===== src/rtl/game_pkg.sv =====
// Shared game definitions: loot type codes, sequencer state encoding and
// the widths of the score/time/level/loot fields seen by the HUD.
package game_pkg;

  localparam logic [2:0] LOOT_NONE = 3'd0;
  localparam logic [2:0] LOOT_GOLD = 3'd1;
  localparam logic [2:0] LOOT_ROCK = 3'd2;

  localparam int SCORE_W = 16;
  localparam int TIME_W  = 7;
  localparam int LEVEL_W = 3;
  localparam int LOOT_W  = 8;

  typedef enum logic [2:0] {
    S_IDLE,
    S_LOAD,
    S_GEN_WAIT,
    S_PLAY,
    S_EVAL,
    S_LEVEL_WON,
    S_GAME_OVER,
    S_GAME_WON
  } seq_state_t;

endpackage


===== src/rtl/frame_second_timer.sv =====
// Level countdown: divides start_of_frame pulses down to seconds and counts
// time_left towards zero. load re-arms a full level; enable gates counting.
module frame_second_timer
  import game_pkg::*;
#(
  parameter int FRAMES_PER_SEC = 60,
  parameter int LEVEL_TIME_SEC = 60
) (
  input  logic              clk,
  input  logic              reset,
  input  logic              load,
  input  logic              enable,
  input  logic              start_of_frame,
  output logic [TIME_W-1:0] time_left
);

  localparam int FC_W = (FRAMES_PER_SEC > 1) ? $clog2(FRAMES_PER_SEC) : 1;

  logic [FC_W-1:0] frame_cnt;

  // Frame divider and seconds countdown; time_left holds at zero.
  always_ff @(posedge clk) begin
    if (reset) begin
      frame_cnt <= '0;
      time_left <= '0;
    end else if (load) begin
      frame_cnt <= '0;
      time_left <= TIME_W'(LEVEL_TIME_SEC);
    end else if (enable && start_of_frame) begin
      if (frame_cnt == FC_W'(FRAMES_PER_SEC - 1)) begin
        frame_cnt <= '0;
        if (time_left != '0) time_left <= time_left - TIME_W'(1);
      end else begin
        frame_cnt <= frame_cnt + FC_W'(1);
      end
    end
  end

endmodule


===== src/rtl/level_sequencer.sv =====
// Game-level controller: kicks the loot-map generator, waits out map
// generation, runs the level (timer, score, loot count) and decides
// pass / fail / game won. All outputs are registered.
module level_sequencer
  import game_pkg::*;
#(
  parameter int MAX_LEVEL       = 4,
  parameter int GEN_WAIT_CYCLES = 256,
  parameter int FRAMES_PER_SEC  = 60,
  parameter int LEVEL_TIME_SEC  = 60,
  parameter int GOLD_VALUE      = 50,
  parameter int ROCK_VALUE      = 10,
  parameter int TARGET_BASE     = 200,
  parameter int TARGET_STEP     = 150
) (
  input  logic        clk,
  input  logic        reset,
  input  logic        start_game,
  input  logic        continue_level,
  input  logic        start_of_frame,
  input  logic        loot_collected,
  input  logic [2:0]  collected_type,
  input  logic [7:0]  total_amount,
  output logic        start_level,
  output logic [2:0]  level_num,
  output logic [15:0] score,
  output logic [15:0] target,
  output logic [6:0]  time_left,
  output logic [7:0]  loot_left,
  output logic        playing,
  output logic        level_won,
  output logic        game_over,
  output logic        game_won
);

  localparam int WAIT_W = (GEN_WAIT_CYCLES > 1) ? $clog2(GEN_WAIT_CYCLES) : 1;

  seq_state_t        state, state_nxt;
  logic [WAIT_W-1:0] wait_cnt;
  logic              gen_done;
  logic              play_over;
  logic              play_active;

  function automatic logic [SCORE_W-1:0] sat_add(input logic [SCORE_W-1:0] a,
                                                 input logic [SCORE_W-1:0] b);
    logic [SCORE_W:0] sum;
    sum = {1'b0, a} + {1'b0, b};
    return sum[SCORE_W] ? {SCORE_W{1'b1}} : sum[SCORE_W-1:0];
  endfunction

  function automatic logic [SCORE_W-1:0] loot_value(input logic [2:0] kind);
    case (kind)
      LOOT_GOLD: return SCORE_W'(GOLD_VALUE);
      LOOT_ROCK: return SCORE_W'(ROCK_VALUE);
      default:   return '0;
    endcase
  endfunction

  function automatic logic [SCORE_W-1:0] target_for(input logic [LEVEL_W-1:0] lvl);
    int t;
    t = TARGET_BASE + (int'(lvl) - 1) * TARGET_STEP;
    return SCORE_W'(t);
  endfunction

  assign gen_done    = (wait_cnt == WAIT_W'(GEN_WAIT_CYCLES - 1));
  assign play_over   = (time_left == '0) || (loot_left == '0);
  // The level is live only until a terminal count is seen; the following
  // clock is spent leaving PLAY with nothing further applied.
  assign play_active = (state == S_PLAY) && !play_over;

  frame_second_timer #(
    .FRAMES_PER_SEC (FRAMES_PER_SEC),
    .LEVEL_TIME_SEC (LEVEL_TIME_SEC)
  ) u_timer (
    .clk            (clk),
    .reset          (reset),
    .load           (state == S_LOAD),
    .enable         (play_active),
    .start_of_frame (start_of_frame),
    .time_left      (time_left)
  );

  // State register.
  always_ff @(posedge clk) begin
    if (reset) state <= S_IDLE;
    else       state <= state_nxt;
  end

  // Next-state decode; pulses not listed for a state are dropped.
  always_comb begin
    state_nxt = state;
    case (state)
      S_IDLE, S_GAME_OVER, S_GAME_WON: if (start_game) state_nxt = S_LOAD;
      S_LOAD:      state_nxt = S_GEN_WAIT;
      S_GEN_WAIT:  if (gen_done) state_nxt = S_PLAY;
      S_PLAY:      if (play_over) state_nxt = S_EVAL;
      S_EVAL: begin
        if (score >= target)
          state_nxt = (level_num == LEVEL_W'(MAX_LEVEL)) ? S_GAME_WON : S_LEVEL_WON;
        else
          state_nxt = S_GAME_OVER;
      end
      S_LEVEL_WON: if (continue_level) state_nxt = S_LOAD;
      default:     state_nxt = S_IDLE;
    endcase
  end

  // Level data: level number, target, score, loot count and wait counter.
  always_ff @(posedge clk) begin
    if (reset) begin
      level_num <= '0;
      score     <= '0;
      target    <= '0;
      loot_left <= '0;
      wait_cnt  <= '0;
    end else begin
      case (state)
        S_IDLE, S_GAME_OVER, S_GAME_WON: begin
          if (start_game) begin
            score     <= '0;
            level_num <= LEVEL_W'(1);
          end
        end
        S_LOAD: begin
          target   <= target_for(level_num);
          wait_cnt <= '0;
        end
        S_GEN_WAIT: begin
          wait_cnt <= wait_cnt + WAIT_W'(1);
          if (gen_done) loot_left <= total_amount;
        end
        S_PLAY: begin
          if (play_active && loot_collected) begin
            score     <= sat_add(score, loot_value(collected_type));
            loot_left <= loot_left - LOOT_W'(1);
          end
        end
        S_LEVEL_WON: begin
          if (continue_level) level_num <= level_num + LEVEL_W'(1);
        end
        default: ;
      endcase
    end
  end

  // Registered status flags, one clock behind the state they report.
  always_ff @(posedge clk) begin
    if (reset) begin
      start_level <= 1'b0;
      playing     <= 1'b0;
      level_won   <= 1'b0;
      game_over   <= 1'b0;
      game_won    <= 1'b0;
    end else begin
      start_level <= (state == S_LOAD);
      playing     <= (state == S_PLAY);
      level_won   <= (state == S_LEVEL_WON);
      game_over   <= (state == S_GAME_OVER);
      game_won    <= (state == S_GAME_WON);
    end
  end

endmodule

===== config.mk =====
export PLATFORM = sky130hd
export DESIGN_NAME = level_sequencer
export DESIGN_NICKNAME = d
export VERILOG_FILES = /design/src/rtl/game_pkg.sv /design/src/rtl/frame_second_timer.sv /design/src/rtl/level_sequencer.sv
export SDC_FILE = /design/constraint.sdc
export NUM_CORES = 1
export LEC_CHECK = 0
export CORE_AREA = 2 2 105 107
export DETAILED_ROUTE_END_ITERATION = 10
export DIE_AREA = 0 0 107 109
export PLACE_DENSITY = 0.66
export SYNTH_ARGS = -nofsm -noshare
export SYNTH_HDL_FRONTEND = slang
export SYNTH_HIERARCHICAL = 1
export SYNTH_SLANG_ARGS = --single-unit

===== constraint.sdc =====
create_clock -name clk -period 5 [get_ports clk]
set_input_delay 1 -clock clk [delete_from_list [all_inputs] [get_ports clk]]
set_output_delay 1 -clock clk [all_outputs]
set_load 0.05 [all_outputs]

==> metrics.md, run 1 <==
| Metric | Value |
|---|---|
| Fraction of registers with async set/reset | `0%` |
| Hold crit path type | `register to register` |
| Post-DRT Antenna Nets | `0` |
| Vias/cell | `5.584` |
| Hold Crit Endpoint | `target[4]$_SDFFE_PP0P_` |
| Yosys top cell by area | `dfxtp_1` |
| Number of global-route vias before repair | `4119` |
| Critical Path Start Type | `register` |
| Placed cells | `761` |
| Clock power share | `17.4%` |
| Nets | `694` |
| DP HPWL | `8910 µm` |
| EDFF count, synth | `0` |
| Synth cell count leaders | `69 x dfxtp_1, 60 x nor2_1, 44 x a21oi_1` |
| Initial antenna violation count | `0` |
| Gr ovfl total | `0` |
| Initial core utilization | `43.83%` |
| Max_cap viols | `0` |
| Final Power | `2.644 mW` |
| Hold depth | `2` |
| Setup_tns | `0 ps` |
| Area Growth Syn to Fin | `20.09%` |
| Worst-margin pin slew | `939.1 ps` |
| Cell internal pwr | `1.404 mW` |
| Clock latency on the worst-skew pair | `350 ps` |
| Via count | `4339` |
| Hold Buf Count CTS | `0` |
| RR Startpoint | `level_num[0]$_SDFFE_PP0P_` |
| Worst vdd ir | `0.4883 mV` |
| # diodes | `0` |
| Status | `finished clean` |
| Clock Skews | `11.16 ps` |
| Register area share after synthesis | `29.73%` |
| Unique masters post-synth | `74` |
| Max-slew headroom | `36.97%` |
| Maximum clock path buffer count | `2` |
| Crit path capture type | `register` |
| Die W | `107 µm` |
| Non-Filler Instances | `777` |
| Syn_nets | `638` |
| Setup Fix Bufs, Post-CTS | `0` |
| Core area | `10600 µm²` |
| Pins Over Slew Limit | `0` |
| Combinational Power Share | `55.4%` |
| Cells after Synth | `576` |
| P_sw | `1.240 mW` |
| Net Sw Frac | `46.89%` |
| Chip height | `109 µm` |
| Syn Std Cell Area | `4647 µm²` |
| # resized after CTS | `0` |
| Minimum clock period | `3946 ps` |
| CTS tree | `done` |
| Gr usage total | `20.97%` |
| Die ar. | `11660 µm²` |
| Num rows | `38` |
| Largest net degree at the start of global routing | `35` |
| Worst r2r dst | `target[11]$_SDFFE_PP0P_` |
| Worst Min Path Start | `target[4]$_SDFFE_PP0P_` |
| RD Place Congestion | `0.9134` |
| Yosys top cell area share | `29.73%` |
| DRC | `0` |
| Clk slew on worst S/H paths | `70 ps` |
| Leak pwr | `2.190 nW` |
| Layout cells sized above 1 | `6.279%` |
| Placement Setup Slack | `1115 ps` |
| Routed WL per cell | `15.23 µm` |
| DRT iter0 DRCs | `146` |
| Synth Flop Type | `dfxtp_1` |
| Worst setup margin | `1054 ps` |
| Fillers | `1025` |
| RSZ-0062 raised after global routing | `no` |
| Req. time, crit path | `5220 ps` |
| Count leader, synth | `dfxtp_1` |
| First-pass DRT Iterations | `5` |
| Final setup viols | `0` |
| R2R cell count | `14` |
| First-pass GRT wire length | `19520 µm` |
| Seq pwr share | `27.3%` |
| Io pins | `72` |
| R2r setup slk | `1050 ps` |
| PwrDens | `473.8 nW/µm²` |
| Port Buffers | `70` |
| Yosys warns | `6` |
| WP data arrival | `4170 ps` |
| Maximum clock rate | `253.4 MHz` |
| CTS H-tree lvls | `3` |
| Root Buffer | `clkbuf_8` |
| Top cells by area, synth | `dfxtp_1 30%, ha_1 12%, nor2_1 4.8%` |
| Hold Violations, Final | `0` |
| CP Max Fanout | `10` |
| FF+latch count, synth | `69` |
| Final wirelength | `11840 µm` |
| Period utilisation layout | `78.92%` |
| Avg Inst Size Synth | `8.068 µm²` |
| Sink Count | `69` |
| Cts bufs inserted | `9` |
| Kind of critical path | `register to register` |
[worst max-delay path by stage]
stage | endpoint | slack [ps] | cells past startpoint | startpoint
floorplan | target[12]$_SDFFE_PP0P_ | 1030 | 17 | level_num[0]$_SDFFE_PP0P_
global placement | target[13]$_SDFFE_PP0P_ | 1240 | 14 | level_num[0]$_SDFFE_PP0P_
detailed placement | target[13]$_SDFFE_PP0P_ | 1120 | 14 | level_num[0]$_SDFFE_PP0P_
CTS | target[11]$_SDFFE_PP0P_ | 1090 | 14 | level_num[0]$_SDFFE_PP0P_
global route | target[11]$_SDFFE_PP0P_ | 730 | 14 | level_num[0]$_SDFFE_PP0P_
finish | target[11]$_SDFFE_PP0P_ | 1050 | 14 | level_num[0]$_SDFFE_PP0P_
[state kept, by name, indices dropped and copies added (netlist names), 3 cells and up]
register,count
level_num,3
loot_left,8
score,16
state,3
target,13
u_timer/frame_cnt,6
u_timer/time_left,7
wait_cnt,8
[cells in the final DEF, fill, tap and decap left out, types with 4 or more instances in the layout]
cell type / count
and2_1: 6
inv_1: 39
a31oi_1: 6
ha_1: 43
xnor2_1: 11
nor2b_1: 6
and3_1: 9
a211oi_1: 17
nand2b_1: 9
a21o_1: 10
nand3_1: 21
clkdlybuf4s50_1: 69
clkbuf_8: 10
nand4_1: 5
nor2_1: 60
or3_1: 7
a22oi_1: 4
nand3b_1: 4
xor2_1: 10
nand2_1: 39
nor3b_1: 4
nor3_1: 23
a311oi_1: 6
or2_2: 5
a21oi_1: 44
dfxtp_1: 69
o21ai_0: 34
[metrics by stage]
step	util, %	cell area, µm²	hold WS, ps
2_1_floorplan	-	4647	453.6
3_3_place_gp	50.81	5388	464.9
3_5_place_dp	50.81	5388	484.1
4_1_cts	52.63	5580	494.6
5_1_grt	52.63	5580	525.6
6_report	52.63	5580	490.4
[critical path, cell delays in order (launching register included)]
cell and delay [ps]:
dfxtp_1 530, inv_1 160, ha_1 470, inv_1 190
ha_1 210, inv_1 60, fa_1 470, inv_1 40
ha_1 390, and3b_1 220, a211oi_1 320, o21ai_0 190
a211oi_1 310, or3_1 170, o311ai_1 100
[power groups by stage]
stage	sequential (mW)	clock, mW	combinational (mW)
after floorplan	0.895	0	0.946
after global placement	0.730	0	1.44
after detailed placement	0.733	0	1.46
after CTS	0.720	0.470	1.47
after global routing	0.735	0.496	1.63
final	0.721	0.459	1.46
[kinds of logic (layout without fill, tap and decap cells)]
family	after synthesis	count (layout)	share of synthesized area, %
XOR/XNOR	21	21	3.958
AO/OA/AOI/OAI	156	156	22.97
multiplexers	4	4	0.8885
adder cells (fa/ha/maj)	45	45	12.44
AND/OR/NAND/NOR	214	214	23.75
buffers and inverters	66	127	6.192
other	1	1	0.08070
flip-flops	69	69	29.73
[final cells by class]
| cell class | instances | area (µm²) | area share (%) |
|---|---|---|---|
| multi-input cells | 441 | 2978 | 53.36 |
| flip-flops and latches | 69 | 1381 | 24.75 |
| repair buffers | 71 | 703.2 | 12.60 |
| well taps | 140 | 175.2 | 3.139 |
| inverters | 40 | 150.1 | 2.691 |
| clock buffers | 12 | 145.1 | 2.601 |
| clock inverters | 4 | 47.55 | 0.8520 |
[metal layers]
layer | share of wire [%] | GRT usage [%] | vias up
li1 | - | - | 2172
met1 | 47 | 26.83 | 2074
met2 | 48 | 35.90 | 83
met3 | 3.5 | 3.825 | 10
met4 | 1.3 | 6.679 | 0
met5 | 0 | 0 | -
Note: power is estimated with default switching activity, not from simulation.
==> run 2, diff against run 1 <==
--- a/config.mk
+++ b/config.mk
@@ -8,7 +8,7 @@
 export CORE_AREA = 2 2 105 107
 export DETAILED_ROUTE_END_ITERATION = 10
 export DIE_AREA = 0 0 107 109
-export PLACE_DENSITY = 0.66
+export PLACE_DENSITY = 0.68
 export SYNTH_ARGS = -nofsm -noshare
 export SYNTH_HDL_FRONTEND = slang
 export SYNTH_HIERARCHICAL = 1
==> constraint.sdc (replaced) <==
create_clock -name clk -period 3.4 [get_ports clk]
set_input_delay 0.68 -clock clk [delete_from_list [all_inputs] [get_ports clk]]
set_output_delay 0.68 -clock clk [all_outputs]
set_load 0.05 [all_outputs]
==> run 2 against run 1 <==
Non-clock buffer count rose by 9. Total power rose by 63%. Worst hold slack improved by 6.5 ps. Critical path depth fell by 1. Register-to-register slack got worse by 950 ps. Count of clock-buffer cells in the layout did not move. Clock skew rose by 3.4 ps. Die area did not move. Utilization rose by 2.3 points.
==> metrics.md, run 2 (synthesis gave the netlist of run 1 again) <==
| Metric | Value |
|---|---|
| Placed cells | `769 (+1.1%)` |
| First-pass DRT Iterations | `7 (+2)` |
| DRT iter0 DRCs | `208 (+42%)` |
| Pins Over Slew Limit | `0 (unchanged)` |
| Port Buffers | `70 (unchanged)` |
| Commonest cells after routing, fill and taps aside | `69 x clkdlybuf4s50_1, 67 x dfxtp_1, 60 x nor2_1, 44 x a21oi_1` |
| Max-slew headroom | `37.16% (+0.19 points)` |
| CTS tree | `done` |
| RR Startpoint | `level_num[1]$_SDFFE_PP0P_` |
| Status | `finished clean` |
| Minimum clock period | `3293 ps (-653.1 ps)` |
| Nets | `703 (+1.3%)` |
| Core area | `10600 µm² (unchanged)` |
| Req. time, crit path | `3650 ps (-1570 ps)` |
| CTS H-tree lvls | `3 (unchanged)` |
| Final wirelength | `11810 µm (-0.21%)` |
| Cts bufs inserted | `9 (unchanged)` |
| Initial antenna violation count | `0 (unchanged)` |
| Kind of critical path | `register to register` |
| DRC | `0 (unchanged)` |
| Post-DRT Antenna Nets | `0 (unchanged)` |
| Worst path buffer plus inverter count | `1 (-3)` |
| Largest net degree at the start of global routing | `38 (+8.6%)` |
| Final setup viols | `0 (unchanged)` |
| Clock latency on the worst-skew pair | `360 ps (about the same)` |
| Worst-margin pin slew | `936.2 ps (-2.852 ps)` |
| Gr ovfl total | `0 (unchanged)` |
| Gr usage total | `20.64% (-0.34 points)` |
| Area Growth Syn to Fin | `25.44%` |
| Util after Layout | `54.98% (+2.3 points)` |
| R2R cell count | `13 (-1)` |
| Chip height | `109 µm (unchanged)` |
| PwrDens | `738.3 nW/µm² (+56%)` |
| Non-Filler Instances | `786 (+1.2%)` |
| Critical Path Start Type | `register` |
| Hold Crit Endpoint | `wait_cnt[2]$_SDFFE_PP0P_` |
| Hold depth | `2 (unchanged)` |
| RD Place Congestion | `0.8789 (-3.8%)` |
| DP HPWL | `8721 µm (-2.1%)` |
| Critical Path Most Common Cell | `a211oi_2` |
| Worst vdd ir | `0.7553 mV (+55%)` |
| Die ar. | `11660 µm² (unchanged)` |
| Root Buffer | `clkbuf_8` |
| CP Max Fanout | `5 (-5)` |
| WP data arrival | `3540 ps (-630 ps)` |
| Worst-path cell chain | `inv_1 -> ha_2 -> xor2_1 -> ha_1 -> a22o_1 -> ha_4 -> fa_2 -> xnor2_4 -> nand2_2 -> a211oi_2 -> a211oi_2 -> or3_1 -> o311ai_1` |
| Final Power | `4.304 mW (+63%)` |
| Reg with most FFs | `score` |
| Maximum clock rate | `303.7 MHz (+20%)` |
| Most common cell after layout, fill and taps aside | `clkdlybuf4s50_1` |
| Sink Count | `69 (unchanged)` |
| Setup_tns | `0 ps (unchanged)` |
| Leak pwr | `2.267 nW (+3.5%)` |
| Initial core utilization | `43.83% (unchanged)` |
| Period utilisation layout | `96.85% (+18 points)` |
| Hold Violations, Final | `0 (unchanged)` |
| CP peak stage delay | `450 ps (-80 ps)` |
| Biggest regs | `score x16, target x13` |
| Hold Buf Count CTS | `0 (unchanged)` |
| Clock Skews | `14.61 ps (+3.448 ps)` |
| Die W | `107 µm (unchanged)` |
| Slowest cell on the critical path | `fa_2` |
| Largest register FFs | `16 (unchanged)` |
| Layout cells sized above 1 | `11.15% (+4.9 points)` |
| Number of global-route vias before repair | `4054 (-1.6%)` |
| Worst Min Path Start | `wait_cnt[2]$_SDFFE_PP0P_` |
| First-pass GRT wire length | `19200 µm (-1.7%)` |
| Critical path's top delay family | `adder cells` |
| Maximum clock path buffer count | `2 (unchanged)` |
| R2r setup slk | `110 ps (-950 ps)` |
| Io pins | `72 (unchanged)` |
| # diodes | `0 (unchanged)` |
| Num rows | `38 (unchanged)` |
| Hold crit path type | `register to register` |
| Vias/cell | `5.592 (+0.13%)` |
| Via count | `4395 (+1.3%)` |
| Clk slew on worst S/H paths | `70 ps (about the same)` |
| Worst r2r dst | `target[11]$_SDFFE_PP0P_` |
| Crit path capture type | `register` |
| Routed WL per cell | `15.03 µm (-1.4%)` |
| Max_cap viols | `0 (unchanged)` |
-- run 2: power breakdown --
| group | internal, mW | total (mW) | switching [mW] |
|---|---|---|---|
| registers | 0.914 | 1.03 | 0.116 |
| logic | 0.993 | 2.54 | 1.55 |
| clock network | 0.401 | 0.731 | 0.329 |
-- run 2: how the worst max path moves through the flow --
stage | startpoint | end | slack [ps] | cells past startpoint
6_report | level_num[1]$_SDFFE_PP0P_ | target[11]$_SDFFE_PP0P_ | 110 | 13
5_1_grt | level_num[1]$_SDFFE_PP0P_ | target[12]$_SDFFE_PP0P_ | -7 | 13
4_1_cts | level_num[1]$_SDFFE_PP0P_ | target[12]$_SDFFE_PP0P_ | 50 | 13
3_5_place_dp | level_num[1]$_SDFFE_PP0P_ | target[11]$_SDFFE_PP0P_ | -60 | 12
3_3_place_gp | level_num[1]$_SDFFE_PP0P_ | target[12]$_SDFFE_PP0P_ | 110 | 12
2_1_floorplan | level_num[0]$_SDFFE_PP0P_ | target[12]$_SDFFE_PP0P_ | -20 | 17
-- run 2: worst min-delay path, delay by kind of cell (launching register included) --
kind | cells | cell delay [ps]
flip-flops | 1 | 320
AO/OA/AOI/OAI | 2 | 130
-- run 2: cell type report --
cell class / instances / area (µm²)
Inverter: 40 / 150.1
Sequential cell: 69 / 1389
Clock buffer: 12 / 165.2
Timing Repair Buffer: 80 / 770.7
Multi-Input combinational cell: 441 / 3126
Fill cell: 949 / 4773
Clock inverter: 4 / 53.80
Tap cell: 140 / 175.2
-- run 2: timing repair --
| item | CTS | global route |
|---|---|---|
| setup buffers | 0 | 1 |
| setup endpoints to repair | 2 | 6 |
| resized for setup | 3 | 18 |
| cloned | 0 | 0 |
| pin swaps | 5 | 5 |
-- run 2: per-stage QoR --
stage / cell area [µm²] / hold WS [ps] / setup slack (ps)
after floorplan: 4700 / 453.6 / -21.41
after CTS: 5709 / 497.6 / 46.42
final: 5829 / 496.9 / 107.3
after detailed placement: 5475 / 485.6 / -62.21
after global placement: 5475 / 464.1 / 113.8
after global routing: 5829 / 513.3 / -6.776
-- run 2: metal layers --
layer  routed length, µm  track usage, %
met1                5479           27.71
met2                5602           34.12
met3                 523           2.152
met4                 208           8.256
met5                   0               0
==> run 3, diff against run 2 <==
--- a/config.mk
+++ b/config.mk
@@ -13,3 +13,4 @@
 export SYNTH_HDL_FRONTEND = slang
 export SYNTH_HIERARCHICAL = 1
 export SYNTH_SLANG_ARGS = --single-unit
+export TNS_END_PERCENT = 20
==> run 3 against run 2 <==
Register-to-register slack about the same. Sequential power about the same. Count of clock-buffer cells in the layout did not move. Via count decreased by 0.20%. Global-route usage decreased by 0.089 points.
==> metrics.md, run 3 (synthesis gave the netlist of run 1 again) <==
| Metric | Value |
|---|---|
| Seq pwr share | `24.0% (about the same)` |
| Clock latency on the worst-skew pair | `350 ps (about the same)` |
| Status | `finished clean` |
| Placed cell area | `5475 µm² (unchanged)` |
| Gr ovfl total | `0 (unchanged)` |
| Vias/cell | `5.573 (-0.33%)` |
| Initial antenna violation count | `0 (unchanged)` |
| Final setup viols | `0 (unchanged)` |
| Met3 usage | `2.152% (unchanged)` |
| Clock power share | `17.0% (about the same)` |
| Setup_tns | `0 ps (unchanged)` |
| Max_cap viols | `0 (unchanged)` |
| Cts bufs inserted | `9 (unchanged)` |
| PwrDens | `739.1 nW/µm² (+0.10%)` |
| GRT met2 Usage | `34.03% (-0.091 points)` |
| WP data arrival | `3560 ps (+20 ps)` |
| Max-slew headroom | `35.30% (-1.9 points)` |
| Number of global-route vias before repair | `4052 (-0.049%)` |
| Die ar. | `11660 µm² (unchanged)` |
| Chip height | `109 µm (unchanged)` |
| Clk slew on worst S/H paths | `70 ps (about the same)` |
| Crit path capture type | `register` |
| CP Max Fanout | `5 (unchanged)` |
| Port Buffers | `70 (unchanged)` |
| Hold Violations, Final | `0 (unchanged)` |
| Area Growth Syn to Fin | `25.20%` |
| Area of the multi-input gates | `3107 µm² (-0.60%)` |
| Final Power | `4.300 mW (about the same)` |
| First-pass GRT wire length | `19130 µm (-0.32%)` |
| Num rows | `38 (unchanged)` |
| Kind of critical path | `register to register` |
| Largest net degree at the start of global routing | `38 (unchanged)` |
| Clock Skews | `12.51 ps (-2.099 ps)` |
| Worst vdd ir | `0.7604 mV (+0.67%)` |
| Cell internal pwr | `2.303 mW (-0.25%)` |
| First-pass DRT Iterations | `4 (-3)` |
| Design area | `5818 µm² (-0.19%)` |
| P_sw | `1.997 mW (about the same)` |
| Req. time, crit path | `3660 ps (about the same)` |
| Period utilisation layout | `96.97% (+0.12 points)` |
| RSZ-0062 raised after global routing | `yes` |
| Maximum clock rate | `303.3 MHz (-0.13%)` |
| Combinational Power Share | `59.1% (about the same)` |
| Die W | `107 µm (unchanged)` |
| DRC | `0 (unchanged)` |
| Root Buffer | `clkbuf_8` |
| Final wirelength | `11800 µm (-0.14%)` |
| Commonest cells after routing, fill and taps aside | `69 x clkdlybuf4s50_1, 67 x dfxtp_1, 60 x nor2_1, 44 x a21oi_1, 39 x ha_1` |
| Leak pwr | `2.270 nW (+0.14%)` |
| RD Place Congestion | `0.8789 (unchanged)` |
| Core area | `10600 µm² (unchanged)` |
| Post-DRT Antenna Nets | `0 (unchanged)` |
| CTS H-tree lvls | `3 (unchanged)` |
| Routed WL per cell | `14.99 µm (-0.27%)` |
| Critical Path Start Type | `register` |
| Sink Count | `69 (unchanged)` |
| DP HPWL | `8721 µm (unchanged)` |
| Minimum clock period | `3297 ps (+4.209 ps)` |
| Reg with most FFs | `score` |
| Fillers | `954 (+0.53%)` |
| Routing usage on met1 | `27.60% (-0.11 points)` |
| Layout cells sized above 1 | `11.28% (+0.14 points)` |
| Net Sw Frac | `46.44% (+0.085 points)` |
| Via count | `4386 (-0.20%)` |
| Hold crit path type | `register to register` |
| DRT iter0 DRCs | `219 (+5.3%)` |
| Most common cell after layout, fill and taps aside | `clkdlybuf4s50_1` |
| # diodes | `0 (unchanged)` |
| Util after Layout | `54.87% (-0.11 points)` |
| Pins Over Slew Limit | `0 (unchanged)` |
| Worst-margin pin slew | `964.0 ps (+27.79 ps)` |
| Largest register FFs | `16 (unchanged)` |
| Worst setup margin | `103.1 ps (-4.209 ps)` |
| Hold Buf Count CTS | `0 (unchanged)` |
| Maximum clock path buffer count | `2 (unchanged)` |
| Gr usage total | `20.55% (-0.089 points)` |
| CTS tree | `done` |
| GRT busiest layer | `met2` |
| Initial core utilization | `43.83% (unchanged)` |
| Nets | `704 (+0.14%)` |
| R2r setup slk | `100 ps (about the same)` |
| Biggest regs | `score x16, target x13` |
| Io pins | `72 (unchanged)` |
| Placement Setup Slack | `-62.21 ps (unchanged)` |
| FF/Latch Area | `1389 µm² (unchanged)` |
[run 3: power groups by stage]
stage / Sequential [mW] / Combinational, mW / Clock (mW)
2_1_floorplan: 1.32 / 1.49 / 0
3_3_place_gp: 1.05 / 2.22 / 0
3_5_place_dp: 1.05 / 2.27 / 0
4_1_cts: 1.03 / 2.29 / 0.745
5_1_grt: 1.05 / 2.77 / 0.768
6_report: 1.03 / 2.54 / 0.729
[run 3: timing repair]
action | CTS | global route
buffers inserted | 0 | 2
pin swaps | 1 | 7
gates cloned | 0 | 0
resized for setup | 2 | 19
endpoints found under the setup margin | 2 | 6
[run 3: area by class of cell]
class,count,share of cell area (%)
Multi-Input combinational cell,441,53.40
Clock buffer,12,2.839
Clock inverter,4,0.9247
Timing Repair Buffer,81,13.38
Tap cell,140,3.011
Sequential cell,69,23.87
Inverter,40,2.581
[run 3: final timing paths]
path,from,depth (start not counted),end
worst max register to register,level_num[1]$_SDFFE_PP0P_,13,target[12]$_SDFFE_PP0P_
worst min-delay path,wait_cnt[2]$_SDFFE_PP0P_,2,wait_cnt[2]$_SDFFE_PP0P_
worst max-delay path,level_num[1]$_SDFFE_PP0P_,13,target[12]$_SDFFE_PP0P_
worst min register to register,wait_cnt[2]$_SDFFE_PP0P_,2,wait_cnt[2]$_SDFFE_PP0P_
[run 3: per-stage QoR]
| stage | hold WS, ps | std cells |
|---|---|---|
| 2_1_floorplan | 453.6 | 576 |
| 3_3_place_gp | 464.1 | 769 |
| 3_5_place_dp | 485.6 | 769 |
| 4_1_cts | 497.6 | 785 |
| 5_1_grt | 513.3 | 787 |
| 6_report | 496.9 | 787 |
[run 3: per-layer routing]
| layer | vias to the layer above | part of all wire [%] |
|---|---|---|
| met5 | - | 0 |
| met4 | 0 | 1.6 |
| met3 | 14 | 4.1 |
| met2 | 101 | 48 |
| met1 | 2069 | 47 |
| li1 | 2202 | - |
[run 3: critical path: stages, from the launching register on]
cell and delay, ps:
dfxtp_4 390, inv_1 100, ha_2 210, xor2_1 140, ha_1 210, a22o_1 250
ha_1 320, fa_2 550, nand3_2 110, a221oi_2 270, o21ai_2 100, a211oi_2 240
xor2_1 90, a211oi_1 220
